**config.mk**
```make
export PLATFORM = sky130hd
export DESIGN_NAME = xcorr_buf_ctrl_flat
export DESIGN_NICKNAME = d
export VERILOG_FILES = /design/src/rtl/xcorr_pkg.sv /design/src/rtl/xcorr_buf_ctrl_if.sv /design/src/rtl/xcorr_buf_ctrl.sv /design/src/flat_wrapper.sv
export SDC_FILE = /design/constraint.sdc
export NUM_CORES = 1
export LEC_CHECK = 0
export BUFFER_PORTS_ARGS = -buffer_cell sky130_fd_sc_hd__buf_2
export CORE_UTILIZATION = 34
export DETAILED_ROUTE_END_ITERATION = 16
export PLACE_DENSITY = 0.52
export SLEW_MARGIN = 0
export SYNTH_ARGS = -nofsm -noshare
export SYNTH_HDL_FRONTEND = slang
export SYNTH_SLANG_ARGS = --single-unit
```
**constraint.sdc**
```tcl
create_clock -name clk -period 2.7 [get_ports clk]
set_input_delay 0.54 -clock clk [delete_from_list [all_inputs] [get_ports clk]]
set_output_delay 0.54 -clock clk [all_outputs]
set_load 0.1 [all_outputs]
```
**src/rtl/xcorr_pkg.sv**
```systemverilog
// xcorr_pkg: shared types and default sizing for the cross-correlator
// sample-buffer controller.
package xcorr_pkg;

  // Read-burst sequencer states
  typedef enum logic {
    IDLE  = 1'b0,
    BURST = 1'b1
  } state_t;

  // Default address width (RAM depth 2**12) and burst length
  localparam int XCORR_RM_DEP_DEF  = 12;
  localparam int XCORR_WIN_LEN_DEF = 1024;

endpackage

```
**src/rtl/xcorr_buf_ctrl_if.sv**
```systemverilog
// xcorr_buf_ctrl_if: sample/trigger inputs and RAM address / burst status
// outputs of the buffer controller. The controller uses the slave modport,
// the sample source and burst consumer use the master modport.
interface xcorr_buf_ctrl_if
  import xcorr_pkg::*;
#(
  parameter int RM_DEP = XCORR_RM_DEP_DEF
);
  logic              in_valid;
  logic              trig;
  logic [RM_DEP-1:0] count_w;
  logic [RM_DEP-1:0] count_r;
  logic              rd_valid;
  logic              rd_first;
  logic              rd_last;
  logic              busy;
  logic [RM_DEP:0]   fill;
  logic              ovr;

  modport master (
    output in_valid, trig,
    input  count_w, count_r, rd_valid, rd_first, rd_last, busy, fill, ovr
  );

  modport slave (
    input  in_valid, trig,
    output count_w, count_r, rd_valid, rd_first, rd_last, busy, fill, ovr
  );
endinterface

```
**src/rtl/xcorr_buf_ctrl.sv**
```systemverilog
// xcorr_buf_ctrl: circular sample-buffer address controller. Writes advance
// count_w on every accepted sample; a trigger replays the newest WIN_LEN
// samples through count_r, with rd_valid/rd_first/rd_last aligned to the
// one-cycle registered RAM read data.
// Optional build macro: XCORR_FILL_GATE_EN -- ignore triggers (without
// flagging ovr) until at least WIN_LEN samples have been stored.
module xcorr_buf_ctrl
  import xcorr_pkg::*;
#(
  parameter int RM_DEP  = XCORR_RM_DEP_DEF,
  parameter int WIN_LEN = XCORR_WIN_LEN_DEF
) (
  input  logic             clk,
  input  logic             rst,
  xcorr_buf_ctrl_if.slave  bus
);

  localparam int                CNT_W    = $clog2(WIN_LEN) + 1;
  localparam logic [RM_DEP-1:0] WIN_ADDR = RM_DEP'(WIN_LEN);
  localparam logic [CNT_W-1:0]  CNT_LAST = CNT_W'(WIN_LEN - 1);
  localparam logic [RM_DEP:0]   FILL_MAX = {1'b1, {RM_DEP{1'b0}}};

  state_t            state_reg;
  logic [RM_DEP-1:0] count_w_reg;
  logic [RM_DEP-1:0] count_r_reg;
  logic [RM_DEP-1:0] next_addr_reg;
  logic [RM_DEP:0]   fill_reg;
  logic [CNT_W-1:0]  cnt_reg;
  logic              busy_reg;
  logic              ovr_reg;
  logic              iss_reg;
  logic              iss_first_reg;
  logic              iss_last_reg;
  logic              rd_valid_reg;
  logic              rd_first_reg;
  logic              rd_last_reg;
  logic              trig_ok;

`ifdef XCORR_FILL_GATE_EN
  localparam logic [RM_DEP:0] FILL_WIN = (RM_DEP + 1)'(WIN_LEN);
  // A burst only makes sense once a full window has been stored
  assign trig_ok = bus.trig && (fill_reg >= FILL_WIN);
`else
  // Unwritten slots are simply read back as whatever the RAM holds
  assign trig_ok = bus.trig;
`endif

  // Write pointer and saturating fill level advance on every accepted sample
  always_ff @(posedge clk or negedge rst) begin
    if (!rst) begin
      count_w_reg <= '0;
      fill_reg    <= '0;
    end else if (bus.in_valid) begin
      count_w_reg <= count_w_reg + 1'b1;
      if (fill_reg != FILL_MAX) begin
        fill_reg <= fill_reg + 1'b1;
      end
    end
  end

  // Burst sequencer: latch start address on trigger, then issue WIN_LEN
  // consecutive read addresses, one per cycle, wrapping naturally
  always_ff @(posedge clk or negedge rst) begin
    if (!rst) begin
      state_reg     <= IDLE;
      count_r_reg   <= '0;
      next_addr_reg <= '0;
      cnt_reg       <= '0;
      busy_reg      <= 1'b0;
      ovr_reg       <= 1'b0;
      iss_reg       <= 1'b0;
      iss_first_reg <= 1'b0;
      iss_last_reg  <= 1'b0;
    end else begin
      iss_reg       <= 1'b0;
      iss_first_reg <= 1'b0;
      iss_last_reg  <= 1'b0;
      case (state_reg)
        IDLE: begin
          if (trig_ok) begin
            // count_w before this edge's increment: a sample accepted on
            // the trigger edge is not part of the window
            state_reg     <= BURST;
            busy_reg      <= 1'b1;
            next_addr_reg <= count_w_reg - WIN_ADDR;
            cnt_reg       <= '0;
          end
        end
        BURST: begin
          if (bus.trig) begin
            ovr_reg <= 1'b1;
          end
          count_r_reg   <= next_addr_reg;
          next_addr_reg <= next_addr_reg + 1'b1;
          cnt_reg       <= cnt_reg + 1'b1;
          iss_reg       <= 1'b1;
          iss_first_reg <= (cnt_reg == '0);
          iss_last_reg  <= (cnt_reg == CNT_LAST);
          if (cnt_reg == CNT_LAST) begin
            state_reg <= IDLE;
            busy_reg  <= 1'b0;
          end
        end
        default: state_reg <= IDLE;
      endcase
    end
  end

  // Read qualifiers trail the issued address by the RAM read latency
  always_ff @(posedge clk or negedge rst) begin
    if (!rst) begin
      rd_valid_reg <= 1'b0;
      rd_first_reg <= 1'b0;
      rd_last_reg  <= 1'b0;
    end else begin
      rd_valid_reg <= iss_reg;
      rd_first_reg <= iss_first_reg;
      rd_last_reg  <= iss_last_reg;
    end
  end

  assign bus.count_w  = count_w_reg;
  assign bus.count_r  = count_r_reg;
  assign bus.fill     = fill_reg;
  assign bus.busy     = busy_reg;
  assign bus.ovr      = ovr_reg;
  assign bus.rd_valid = rd_valid_reg;
  assign bus.rd_first = rd_first_reg;
  assign bus.rd_last  = rd_last_reg;

endmodule

```
**src/flat_wrapper.sv**
```systemverilog
// flat-port wrapper written by rule: the top's interface ports become plain ports
module xcorr_buf_ctrl_flat import xcorr_pkg::*;
#(
  parameter int RM_DEP  = XCORR_RM_DEP_DEF,
  parameter int WIN_LEN = XCORR_WIN_LEN_DEF
)
  (clk, rst, bus_in_valid, bus_trig, bus_count_w, bus_count_r, bus_rd_valid, bus_rd_first, bus_rd_last, bus_busy, bus_fill, bus_ovr);
  xcorr_buf_ctrl_if #(.RM_DEP(RM_DEP)) bus_i ();
  input  logic clk;
  input  logic rst;
  input wire logic [$bits(bus_i.in_valid)-1:0] bus_in_valid;
  input wire logic [$bits(bus_i.trig)-1:0] bus_trig;
  output wire logic [$bits(bus_i.count_w)-1:0] bus_count_w;
  output wire logic [$bits(bus_i.count_r)-1:0] bus_count_r;
  output wire logic [$bits(bus_i.rd_valid)-1:0] bus_rd_valid;
  output wire logic [$bits(bus_i.rd_first)-1:0] bus_rd_first;
  output wire logic [$bits(bus_i.rd_last)-1:0] bus_rd_last;
  output wire logic [$bits(bus_i.busy)-1:0] bus_busy;
  output wire logic [$bits(bus_i.fill)-1:0] bus_fill;
  output wire logic [$bits(bus_i.ovr)-1:0] bus_ovr;
  assign bus_i.in_valid = bus_in_valid;
  assign bus_i.trig = bus_trig;
  assign bus_count_w = bus_i.count_w;
  assign bus_count_r = bus_i.count_r;
  assign bus_rd_valid = bus_i.rd_valid;
  assign bus_rd_first = bus_i.rd_first;
  assign bus_rd_last = bus_i.rd_last;
  assign bus_busy = bus_i.busy;
  assign bus_fill = bus_i.fill;
  assign bus_ovr = bus_i.ovr;
  xcorr_buf_ctrl #(.RM_DEP(RM_DEP), .WIN_LEN(WIN_LEN)) u_core (.clk(clk), .rst(rst), .bus(bus_i));
endmodule
```
==> results by group, run 1 <==
Timing
  • RSZ-0062 raised after global routing: false
  • Maximum clock frequency: 0.539 GHz
  • Final period util: 0.688
  • Setup slack after layout: 0.843 ns
  • Slew HR: 0.670
  • Clk_skew: 0.00692 ns
  • Fin. Hold Viols: 0
  • Minimum clock period: 1.86 ns
  • Final setup fails: 0
  • Pins Over Slew Limit: 0
  • Worst-Margin Slew: 0.495 ns
  • Setup TNS: 0 ns

CTS
  • Clock buffer depth: 2
  • Setup bufs post-CTS: 0
  • CTS tree: done
  • Post-cts resize count: 0
  • Clock slew at reported path FFs: ~0.080 ns
  • Clock latency on the worst-skew pair: between 0.3 and 0.4 ns
  • CTS H-tree depth: 3
  • Clk sinks: 69
  • CTS Root Cell: clkbuf_8
  • CTS buffer count: 9
  • Hold buffer count at cts: 0

GRT
  • Largest net degree at the start of global routing: a little under 50
  • Vias in the first global route: 2054
  • Antenna violations before repair: 0
  • First-pass GRT wire length: 10700 µm
  • GRT overflow: 0
  • Gr usage total: 0.145

Critical path
  • Setup crit start kind: flip-flop
  • Worst-path maximum fanout: 7
  • R2R setup slack: ~1 ns
  • Critical path capture point type: primary output
  • Critical path class: flip-flop to primary output
  • Crit path arrival time: 1.32 ns
  • Crit-path slowest cell: dfrtp_1
  • WP data required: 2.16 ns
  • Slowest stage delay, CP: 0.49 ns
  • Worst R2R Path Depth: 3
  • Crit. Startpoint: u_core.bus.count_w[6]$_DFFE_PN0P_
  • Crit path to: bus_count_w[6]
  • Number of cells on the critical path: 1
  • R2r startpoint: u_core.cnt_reg[6]$_DFFE_PN0P_
  • CP delay by family, top: flip-flops
  • RR Endpoint: u_core.iss_first_reg$_DFF_PN0_
  • Worst path cell trace: buf_2
  • WP buf/inv: 1

Cells and area
  • Layout cells sized above 1: 0.249
  • Area growth, synth to finish: 17.8%
  • Finished Core Util: 0.416
  • ANT cells: 0
  • Final Non-Filler Cells: approximately 440
  • Number of flip-flops in the largest register: 13
  • Final nets: between 300 and 400

Synth
  • Synth cell types: 36
  • Sequential share of the synthesized area: 0.555
  • Area contributors post-synth: dfrtp_1 56%, xnor2_1 5.9%, mux2_2 5.1%
  • Synth Register Bits: 69
  • Synthesized area: ~0.0031 mm²
  • Asr flop ratio synth: 1.00
  • Ys flop type: dfrtp_1
  • Syn Inst Count: ~270
  • Post-synth top area cell: dfrtp_1
  • EDFF count, synth: 0
  • Syn Area/Cell: 11.4 µm²
  • Syn_nets: 283
  • Top-area cell type share of the netlist area: 0.555
  • Synth warn: 0

Routing
  • DRC: 2
  • Total iterations of the first detailed-routing run: 12
  • Drt wl/cell: 14.0 µm
  • Drt total wl: 6100 µm
  • Initial DRC count: 83
  • DR vias/cell: 4.94
  • Routed Antenna Nets: 0
  • Via count: 2158

Placement
  • Port bufs: 45
  • Pre-CTS setup slack: 1.02 ns
  • Post-DP HPWL: 4220 µm
  • GPL Wtd Cong: 0.745
  • Placed Instances: 421

Run status
  • Status: finished with violations
  • Failing checks: design-rule violations

Floorplanning
  • # IOs: 46
  • Die area: 0.00953 mm²
  • Die height: 97.6 µm
  • Row cnt: 34
  • Core ar.: 0.00881 mm²
  • Die W: approximately 100 µm
  • Initial Utilization: 0.353

Hold path
  • Worst min-delay path class: primary input to async pin

Run
  • Max-Cap Viols: 0
layout by cell type (no fill, tap or decap), types with 2 or more instances in the layout:
cell type    n
a211oi_1     9
a21o_1       2
a21oi_1     11
and3_1       2
and4_1       4
buf_2       45
buf_4        3
clkbuf_8    10
clkinv_2     2
clkinvlp_4   3
dfrtp_1     69
ha_1         6
inv_1        9
mux2_2      14
mux2i_1      8
nand2_1     21
nand3_1     11
nand4_1     18
nor2_1      10
nor2b_1     10
nor3_1       3
nor4_1       3
o21ai_0      7
or4_1        2
xnor2_1     21
xor2_1      12
synth_stat cells (3+ instances only):
master and count:
buf_1 4, nand2_1 21, o21ai_0 7, mux2i_1 8, ha_1 6, a21oi_1 11
nor3_1 3, xnor2_1 21, and4_1 4, clkbuf_1 4, nand4_1 18, nor2_1 10
nand3_1 11, mux2_2 14, nor2b_1 10, xor2_1 12, nor4_1 3, inv_1 9
dfrtp_1 69, a211oi_1 9
per-layer routing:
layer / share of wire / track usage / wire length [µm] / up-vias
met2: 0.44 / 0.203 / 2710 / 32
met4: 0.020 / 0.0734 / 125 / 0
met5: 0 / 0 / 0 / -
met1: 0.50 / 0.202 / 3070 / 1043
li1: - / - / - / 1074
met3: 0.031 / 0.0396 / 186 / 9
cells by family (layout without fill, tap and decap cells):
kind of cell               after synthesis  after routing  synth area share
AOI/OAI and AO/OA                       35             35            0.0696
DFF                                     69             69             0.555
muxes                                   22             22            0.0764
buffers and inverters                   17             73            0.0205
adders and majority gates                6              6            0.0241
xor gates and xnor gates                33             33            0.0929
and+or+nand+nor                         91             91             0.161
worst min path at each step:
stage               depth (start not counted)                           from                            to  slack, ns
floorplan                                   0                            rst   u_core.bus.busy$_DFFE_PN0P_       0.24
global placement                            0  u_core.iss_last_reg$_DFF_PN0_  u_core.bus.rd_last$_DFF_PN0_       0.33
detailed placement                          0  u_core.iss_last_reg$_DFF_PN0_  u_core.bus.rd_last$_DFF_PN0_       0.33
CTS                                         1                            rst  u_core.bus.rd_last$_DFF_PN0_       0.14
global route                                1                            rst  u_core.bus.rd_last$_DFF_PN0_       0.16
finish                                      1                            rst  u_core.bus.rd_last$_DFF_PN0_       0.14
per-stage QoR:
stage          hold WS, ns  area [µm²]
2_1_floorplan        0.244        3110
3_3_place_gp         0.334        3460
3_5_place_dp         0.335        3460
4_1_cts              0.144        3660
5_1_grt              0.155        3660
6_report             0.145        3660
cell type report:
cell class	count	area (µm²)
fillers	847	5140
flip-flops and latches	69	1730
multi-input cells	187	1320
repair buffers	48	248
clock buffers	10	138
well taps	108	135
clock inverters	6	62.6
inverters	9	33.8
Power of run 1 is left out: the tool's default activity adds up to more than one toggle a clock period on the data nets, which glitch-free logic cannot reach.
==> run 2, diff against run 1 <==
--- a/config.mk
+++ b/config.mk
@@ -5,10 +5,11 @@
 export SDC_FILE = /design/constraint.sdc
 export NUM_CORES = 1
 export LEC_CHECK = 0
+export ABC_AREA = 1
 export BUFFER_PORTS_ARGS = -buffer_cell sky130_fd_sc_hd__buf_2
 export CORE_UTILIZATION = 34
 export DETAILED_ROUTE_END_ITERATION = 16
-export PLACE_DENSITY = 0.52
+export PLACE_DENSITY = 0.54
 export SLEW_MARGIN = 0
 export SYNTH_ARGS = -nofsm -noshare
 export SYNTH_HDL_FRONTEND = slang
==> constraint.sdc (replaced) <==
create_clock -name clk -period 1.65 [get_ports clk]
set_input_delay 0.33 -clock clk [delete_from_list [all_inputs] [get_ports clk]]
set_output_delay 0.33 -clock clk [all_outputs]
set_load 0.1 [all_outputs]
==> results by group, run 2 <==
Run status
  • Status: finished clean

Synth
  • Syn Inst Count: 425 (+56%)
  • Asr flop ratio synth: 1.00 (unchanged)
  • Syn_nets: 435 (+54%)
  • Commonest cells post-synth: 130 x nand2_1, 69 x dfrtp_1, 53 x inv_1
  • Top-area cell type share of the netlist area: 0.501 (-0.0538)
  • Synth cell types: 26 (-28%)
  • Synth warn: 0 (unchanged)
  • Area contributors post-synth: dfrtp_1 50%, nand2_1 14%, inv_1 5.8%
  • Syn Area/Cell: 8.10 µm² (-29%)
  • Post-synth top area cell: dfrtp_1
  • Count leader, synth: nand2_1
  • Synthesized area: 0.00344 mm² (+11%)
  • Ys flop type: dfrtp_1
  • EDFF count, synth: 0 (unchanged)
  • Synth Register Bits: 69 (unchanged)
  • Sequential share of the synthesized area: 0.501 (-0.0538)

Routing
  • DRC: 0 (-2)
  • DR vias/cell: 4.58 (-7.3%)
  • Routed Antenna Nets: 0 (unchanged)
  • Drt total wl: 7560 µm (+24%)
  • Drt wl/cell: 12.2 µm (-12%)
  • Initial DRC count: 133 (+60%)
  • Total iterations of the first detailed-routing run: 4 (-8)
  • Via count: 2828 (+31%)

Timing
  • Fin. Hold Viols: 0 (unchanged)
  • RSZ-0062 raised after global routing: true
  • Pins Over Slew Limit: 0 (unchanged)
  • Slew HR: 0.672 (+0.00204)
  • Final setup fails: 0 (unchanged)
  • Final period util: 0.964
  • Worst-Margin Slew: 0.495 ns (+0.000349 ns)
  • Minimum clock period: 1.59 ns
  • Setup slack after layout: 0.0600 ns (-0.783 ns)
  • Maximum clock frequency: 0.629 GHz
  • Clk_skew: 0.00723 ns (+0.000309 ns)
  • Min Hold Slack: 0.00480 ns (-0.140 ns)

GRT
  • First-pass GRT wire length: 12600 µm (+18%)
  • Vias in the first global route: 2626 (+28%)
  • Antenna violations before repair: 0 (unchanged)
  • GRT overflow: 0 (unchanged)
  • Most crowded layer after global routing: met2
  • GR Layer Usage met1: 0.225 (+0.0227)
  • Gr usage total: 0.156 (+0.0116)
  • Met2 Use GR: 0.232 (+0.0283)
  • Largest net degree at the start of global routing: 70 (+43%)
  • Met3 usage in global routing: 0.0339 (-0.00567)

Critical path
  • Crit-path slowest cell: buf_2
  • CP delay by family, top: buffers and inverters
  • Critical path capture point type: primary output
  • Crit. Startpoint: u_core.bus.fill[10]$_DFFE_PN0P_
  • Crit path arrival time: 1.26 ns (-0.06 ns)
  • Critical path class: flip-flop to primary output
  • Worst path cell trace: buf_2
  • Setup crit start kind: flip-flop
  • Slowest stage delay, CP: 0.47 ns (-0.02 ns)
  • WP data required: 1.32 ns (-0.84 ns)
  • Worst-path maximum fanout: 6 (-1)
  • WP buf/inv: 1 (unchanged)
  • R2r startpoint: u_core.bus.fill[0]$_DFFE_PN0P_

Power and ir drop
  • Final Power: ~9000 µW
  • VDD IR max: 1.15 mV
  • Static leakage: about 0.0020 µW
  • Pwr Density: 2180 mW/mm²

CTS
  • Clock buffer depth: 2 (unchanged)
  • Setup bufs post-CTS: 0 (unchanged)
  • CTS H-tree depth: 3 (unchanged)
  • Clock latency on the worst-skew pair: 0.33 ns (about the same)
  • Hold buffer count at cts: 0 (unchanged)
  • CTS Root Cell: clkbuf_8
  • Post-cts resize count: 0 (unchanged)
  • CTS tree: done
  • Clock slew at reported path FFs: 0.08 ns (about the same)
  • Clk sinks: 69 (unchanged)
  • CTS buffer count: 9 (unchanged)

Cells and area
  • Area growth, synth to finish: 19.8%
  • Final nets: 490 (+47%)
  • Layout cells sized above 1: 0.210 (-0.0389)
  • Most common cell after layout, fill and taps aside: nand2_1
  • Fin area: 0.00413 mm² (+13%)
  • Finished Core Util: 0.422 (+0.00614)
  • ANT cells: 0 (unchanged)
  • Commonest cells after routing, fill and taps aside: 129 x nand2_1, 53 x inv_1, 47 x dfrtp_1
  • Number of flip-flops in the largest register: 13 (unchanged)

Floorplanning
  • Row cnt: 36 (+5.9%)
  • Core ar.: 0.00977 mm² (+11%)
  • Initial Utilization: 0.352 (-0.000819)
  • # IOs: 46 (unchanged)
  • Die height: 103 µm (+5.1%)
  • Die area: 0.0105 mm² (+11%)
  • Die W: 103 µm (+5.1%)

Placement
  • Placed cell area: 0.00388 mm² (+12%)
  • Pre-CTS setup slack: 0.142 ns (-0.877 ns)
  • Post-DP HPWL: 5440 µm (+29%)
  • GPL Wtd Cong: 0.809 (+8.6%)
  • Port bufs: 45 (unchanged)

Hold path
  • Worst min-delay path class: primary input to async pin

Run
  • Max-Cap Viols: 0 (unchanged)
==> run 2: cell types whose count changed after synthesis, moves of 8 or more <==
cell	delta
a211oi_1	-9
inv_1	+44
mux2_2	-14
mux2i_1	-8
nand2_1	+109
nand3_1	+19
nor2_1	+26
nor2b_1	-10
o21ai_0	+21
xnor2_1	-14
==> run 2: area by class of cell <==
| cell class | instances | area, µm² |
|---|---|---|
| fillers | 987 | 5650 |
| flip-flops and latches | 69 | 1760 |
| multi-input cells | 293 | 1460 |
| repair buffers | 52 | 290 |
| inverters | 55 | 206 |
| well taps | 133 | 166 |
| clock buffers | 10 | 128 |
| clock inverters | 6 | 111 |
==> run 2: worst reg2reg max path: stages, from the launching register on <==
cell,delay [ns]
dfrtp_4,0.45
ha_1,0.21
nand3_1,0.11
nor2_2,0.15
nand3b_1,0.19
o21ai_0,0.20
nand2_1,0.06
==> run 2: worst paths after layout <==
path / endpoint / cells past startpoint / slack, ns
worst max-delay path: bus_fill[10] / 1 / 0.06
worst min-delay path: u_core.bus.rd_first$_DFF_PN0_ / 2 / 0.005
worst max register to register: u_core.bus.fill[12]$_DFFE_PN0P_ / 6 / 0.17
worst min register to register: u_core.bus.rd_last$_DFF_PN0_ / 0 / 0.35
max in group asynchronous: u_core.bus.count_w[0]$_DFFE_PN0P_ / 2 / 1.30
min in group clk: u_core.bus.count_w[0]$_DFFE_PN0P_ / 2 / 0.29
==> run 2: cells by family after synthesis <==
| kind of cell | after synthesis | synth area share |
|---|---|---|
| xor gates and xnor gates | 14 | 0.0356 |
| and+or+nand+nor | 227 | 0.291 |
| DFF | 69 | 0.501 |
| AOI/OAI and AO/OA | 46 | 0.0745 |
| buffers and inverters | 63 | 0.0756 |
| adders and majority gates | 6 | 0.0218 |
==> run 2: metal layers <==
layer,part of all wire,vias up
met4,0.011,0
met5,0,-
li1,-,1472
met2,0.44,45
met3,0.041,7
met1,0.51,1304
==> run 2: where the power goes <==
group	switching [µW]	internal [µW]	leakage [µW]
clock	662	1010	0.000116
combinational	3520	837	0.00112
sequential	642	2350	0.000783
==> run 2: stage by stage <==
stage	TNS, ns	std cells
2_1_floorplan	0	425
3_3_place_gp	0	602
3_5_place_dp	0	602
4_1_cts	0	618
5_1_grt	-0.00865	618
6_report	0	618
Power figures use the tool's default switching activity.
==> run 3, diff against run 2 <==
--- a/config.mk
+++ b/config.mk
@@ -6,10 +6,10 @@
 export NUM_CORES = 1
 export LEC_CHECK = 0
 export ABC_AREA = 1
-export BUFFER_PORTS_ARGS = -buffer_cell sky130_fd_sc_hd__buf_2
 export CORE_UTILIZATION = 34
 export DETAILED_ROUTE_END_ITERATION = 16
-export PLACE_DENSITY = 0.54
+export DONT_BUFFER_PORTS = 1
+export PLACE_DENSITY = 0.5
 export SLEW_MARGIN = 0
 export SYNTH_ARGS = -nofsm -noshare
 export SYNTH_HDL_FRONTEND = slang
==> results by group, run 3 (synthesized netlist as in run 2, its figures left out) <==
Routing
  • Routed Antenna Nets: 0 (unchanged)
  • Drt total wl: 7900 µm (+4.4%)
  • Total iterations of the first detailed-routing run: 4 (unchanged)
  • DRC: 0 (unchanged)
  • Via count: 2868 (+1.4%)
  • Initial DRC count: 137 (+3.0%)
  • Drt wl/cell: 12.8 µm (+4.8%)
  • DR vias/cell: 4.66 (+1.7%)

CTS
  • CTS buffer count: 9 (unchanged)
  • CTS tree: done
  • Clock slew at reported path FFs: 0.08 ns (about the same)
  • CTS Root Cell: clkbuf_8
  • Setup bufs post-CTS: 0 (unchanged)
  • CTS H-tree depth: 3 (unchanged)
  • Clock latency on the worst-skew pair: 0.34 ns (about the same)
  • Clock buffer depth: 2 (unchanged)
  • Clk sinks: 69 (unchanged)

Critical path
  • Most common cell on crit path: nand2_1
  • Worst path cell trace: inv_1, ha_1, nand2_1, nor3_2, nand2_1, nand2_1, inv_1, nand2_1, nand2_1
  • Slowest stage delay, CP: 0.50 ns (+0.03 ns)
  • Crit-path slowest cell: dfrtp_4
  • WP data required: 1.89 ns (+0.57 ns)
  • Setup crit start kind: flip-flop
  • CP delay by family, top: simple AND/OR/NAND/NOR gates
  • Worst-path maximum fanout: 6 (unchanged)
  • WP buf/inv: 2 (+1)
  • Critical path class: flip-flop to flip-flop
  • Crit path arrival time: 1.73 ns (+0.47 ns)
  • Critical path capture point type: flip-flop

Power and ir drop
  • Switch share: 0.541 (+0.00557)
  • P_int: 4100 µW (-2.1%)
  • Sequential Power Share: 0.323 (-0.009)
  • Static leakage: 0.00202 µW (+0.18%)
  • VDD IR max: 0.877 mV (-24%)
  • Comb pwr share: 0.520 (+0.037)
  • P_sw: 4830 µW (+0.11%)
  • Clk pwr share: 0.156 (-0.029)
  • Pwr Density: 2140 mW/mm² (-2.1%)

Timing
  • Maximum clock frequency: 0.672 GHz (+6.8%)
  • Final period util: 0.902 (-0.0612)
  • Final setup fails: 0 (unchanged)
  • Fin. Hold Viols: 69 (+69)
  • Clk_skew: 0.0110 ns (+0.00381 ns)
  • Minimum clock period: 1.49 ns (-0.101 ns)
  • Slew HR: 0.730 (+0.0582)
  • Min Hold Slack: -0.323 ns (-0.327 ns)
  • Worst-Margin Slew: 0.404 ns (-0.0912 ns)
  • RSZ-0062 raised after global routing: false
  • Pins Over Slew Limit: 0 (unchanged)
  • Setup TNS: 0 ns (unchanged)

Cells and area
  • Multi-input logic area: 0.00146 mm² (+0.17%)
  • Most common cell after layout, fill and taps aside: nand2_1
  • Area growth, synth to finish: 21.2%
  • ANT cells: 0 (unchanged)
  • Layout cells sized above 1: 0.209 (-0.00120)
  • FF/Latch Area: 0.00176 mm² (unchanged)
  • Final nets: 488 (-0.41%)
  • Commonest cells after routing, fill and taps aside: 130 x nand2_1, 53 x inv_1, 50 x buf_4
  • Filler cell count: 1001 (+1.4%)
  • Number of flip-flops in the largest register: 13 (unchanged)
  • Final Non-Filler Cells: 616 (-0.32%)

GRT
  • Largest net degree at the start of global routing: 70 (unchanged)
  • First-pass GRT wire length: 13000 µm (+3.5%)
  • Gr usage total: 0.162 (+0.00613)
  • Vias in the first global route: 2709 (+3.2%)
  • GRT overflow: 0 (unchanged)
  • Antenna violations before repair: 0 (unchanged)

Floorplanning
  • # IOs: 46 (unchanged)
  • Core ar.: 0.00977 mm² (unchanged)
  • Die height: 103 µm (unchanged)
  • Row cnt: 36 (unchanged)
  • Die area: 0.0105 mm² (unchanged)
  • Die W: 103 µm (unchanged)
  • Initial Utilization: 0.352 (unchanged)

Placement
  • Port bufs: 0 (-100%)
  • Placed Instances: 600 (-0.33%)
  • Post-DP HPWL: 5630 µm (+3.5%)
  • GPL Wtd Cong: 0.831 (+2.8%)

Run status
  • Failing checks: negative hold slack
  • Status: finished with violations

Hold path
  • Worst min-delay path class: primary input to async pin

Run
  • Max-Cap Viols: 0 (unchanged)
## run 3: cell types whose count changed in the layout (fill, tap and decap cells not counted), sizes merged
cell / delta
buf: -2
bufinv: -2
clkinvlp: +2
## run 3: per-stage QoR
stage	util	total power, µW	hold slack [ns]	setup slack [ns]	area, µm²
2_1_floorplan	-	6530	0.0344	0.00313	3480
3_3_place_gp	0.406	7530	0.0366	0.141	3970
3_5_place_dp	0.406	7580	0.0366	0.0922	3970
4_1_cts	0.427	9000	-0.343	0.0766	4170
5_1_grt	0.427	9510	-0.350	0.0296	4180
6_report	0.427	8930	-0.323	0.161	4180
## run 3: cell type report
cell class / count / share of cell area
well taps: 133 / 0.0399
inverters: 55 / 0.0494
clock inverters: 6 / 0.0150
repair buffers: 50 / 0.0899
flip-flops and latches: 69 / 0.423
multi-input cells: 293 / 0.350
clock buffers: 10 / 0.0330
## run 3: metal layers
metal | routed length (µm) | share of wire | track usage | vias to the layer above
li1 | - | - | - | 1463
met1 | 3910 | 0.50 | 0.221 | 1343
met2 | 3500 | 0.44 | 0.251 | 51
met3 | 378 | 0.048 | 0.0400 | 11
met4 | 108 | 0.014 | 0.0593 | 0
met5 | 0 | 0 | 0 | -
## run 3: worst register-to-register path, cell delays in order, from the launching register on
cell and delay [ns]:
dfrtp_4 0.50, inv_1 0.09, ha_1 0.17, nand2_1 0.07, nor3_2 0.13, nand2_1 0.07, nand2_1 0.10, inv_1 0.12
nand2_1 0.09, nand2_1 0.05
## run 3: repair_timing
action                                  4_1_cts  5_1_grt
hold endpoints to repair                     69       69
gates resized for setup                       0        1
endpoints found under the setup margin        0        1
## run 3: power by group through the flow
stage                     clock [µW]  combinational [µW]  sequential [µW]
final                           1400                4650             2890
after global routing            1510                5000             3000
after CTS                       1440                4680             2880
after detailed placement           0                4670             2910
after global placement             0                4630             2900
after floorplan                    0                1280             5250
## run 3: final timing paths
path | start | to | slack [ns] | depth (start not counted)
setup / recovery | u_core.bus.fill[0]$_DFFE_PN0P_ | u_core.bus.fill[7]$_DFFE_PN0P_ | 0.16 | 9
hold / removal | rst | u_core.iss_first_reg$_DFF_PN0_ | -0.32 | 0
setup reg to reg | u_core.bus.fill[0]$_DFFE_PN0P_ | u_core.bus.fill[7]$_DFFE_PN0P_ | 0.16 | 9
hold reg to reg | u_core.iss_first_reg$_DFF_PN0_ | u_core.bus.rd_first$_DFF_PN0_ | 0.35 | 0
max in group asynchronous | rst | u_core.bus.count_w[4]$_DFFE_PN0P_ | 1.84 | 0
min in group clk | bus_in_valid | u_core.bus.count_w[0]$_DFFE_PN0P_ | 0.07 | 1
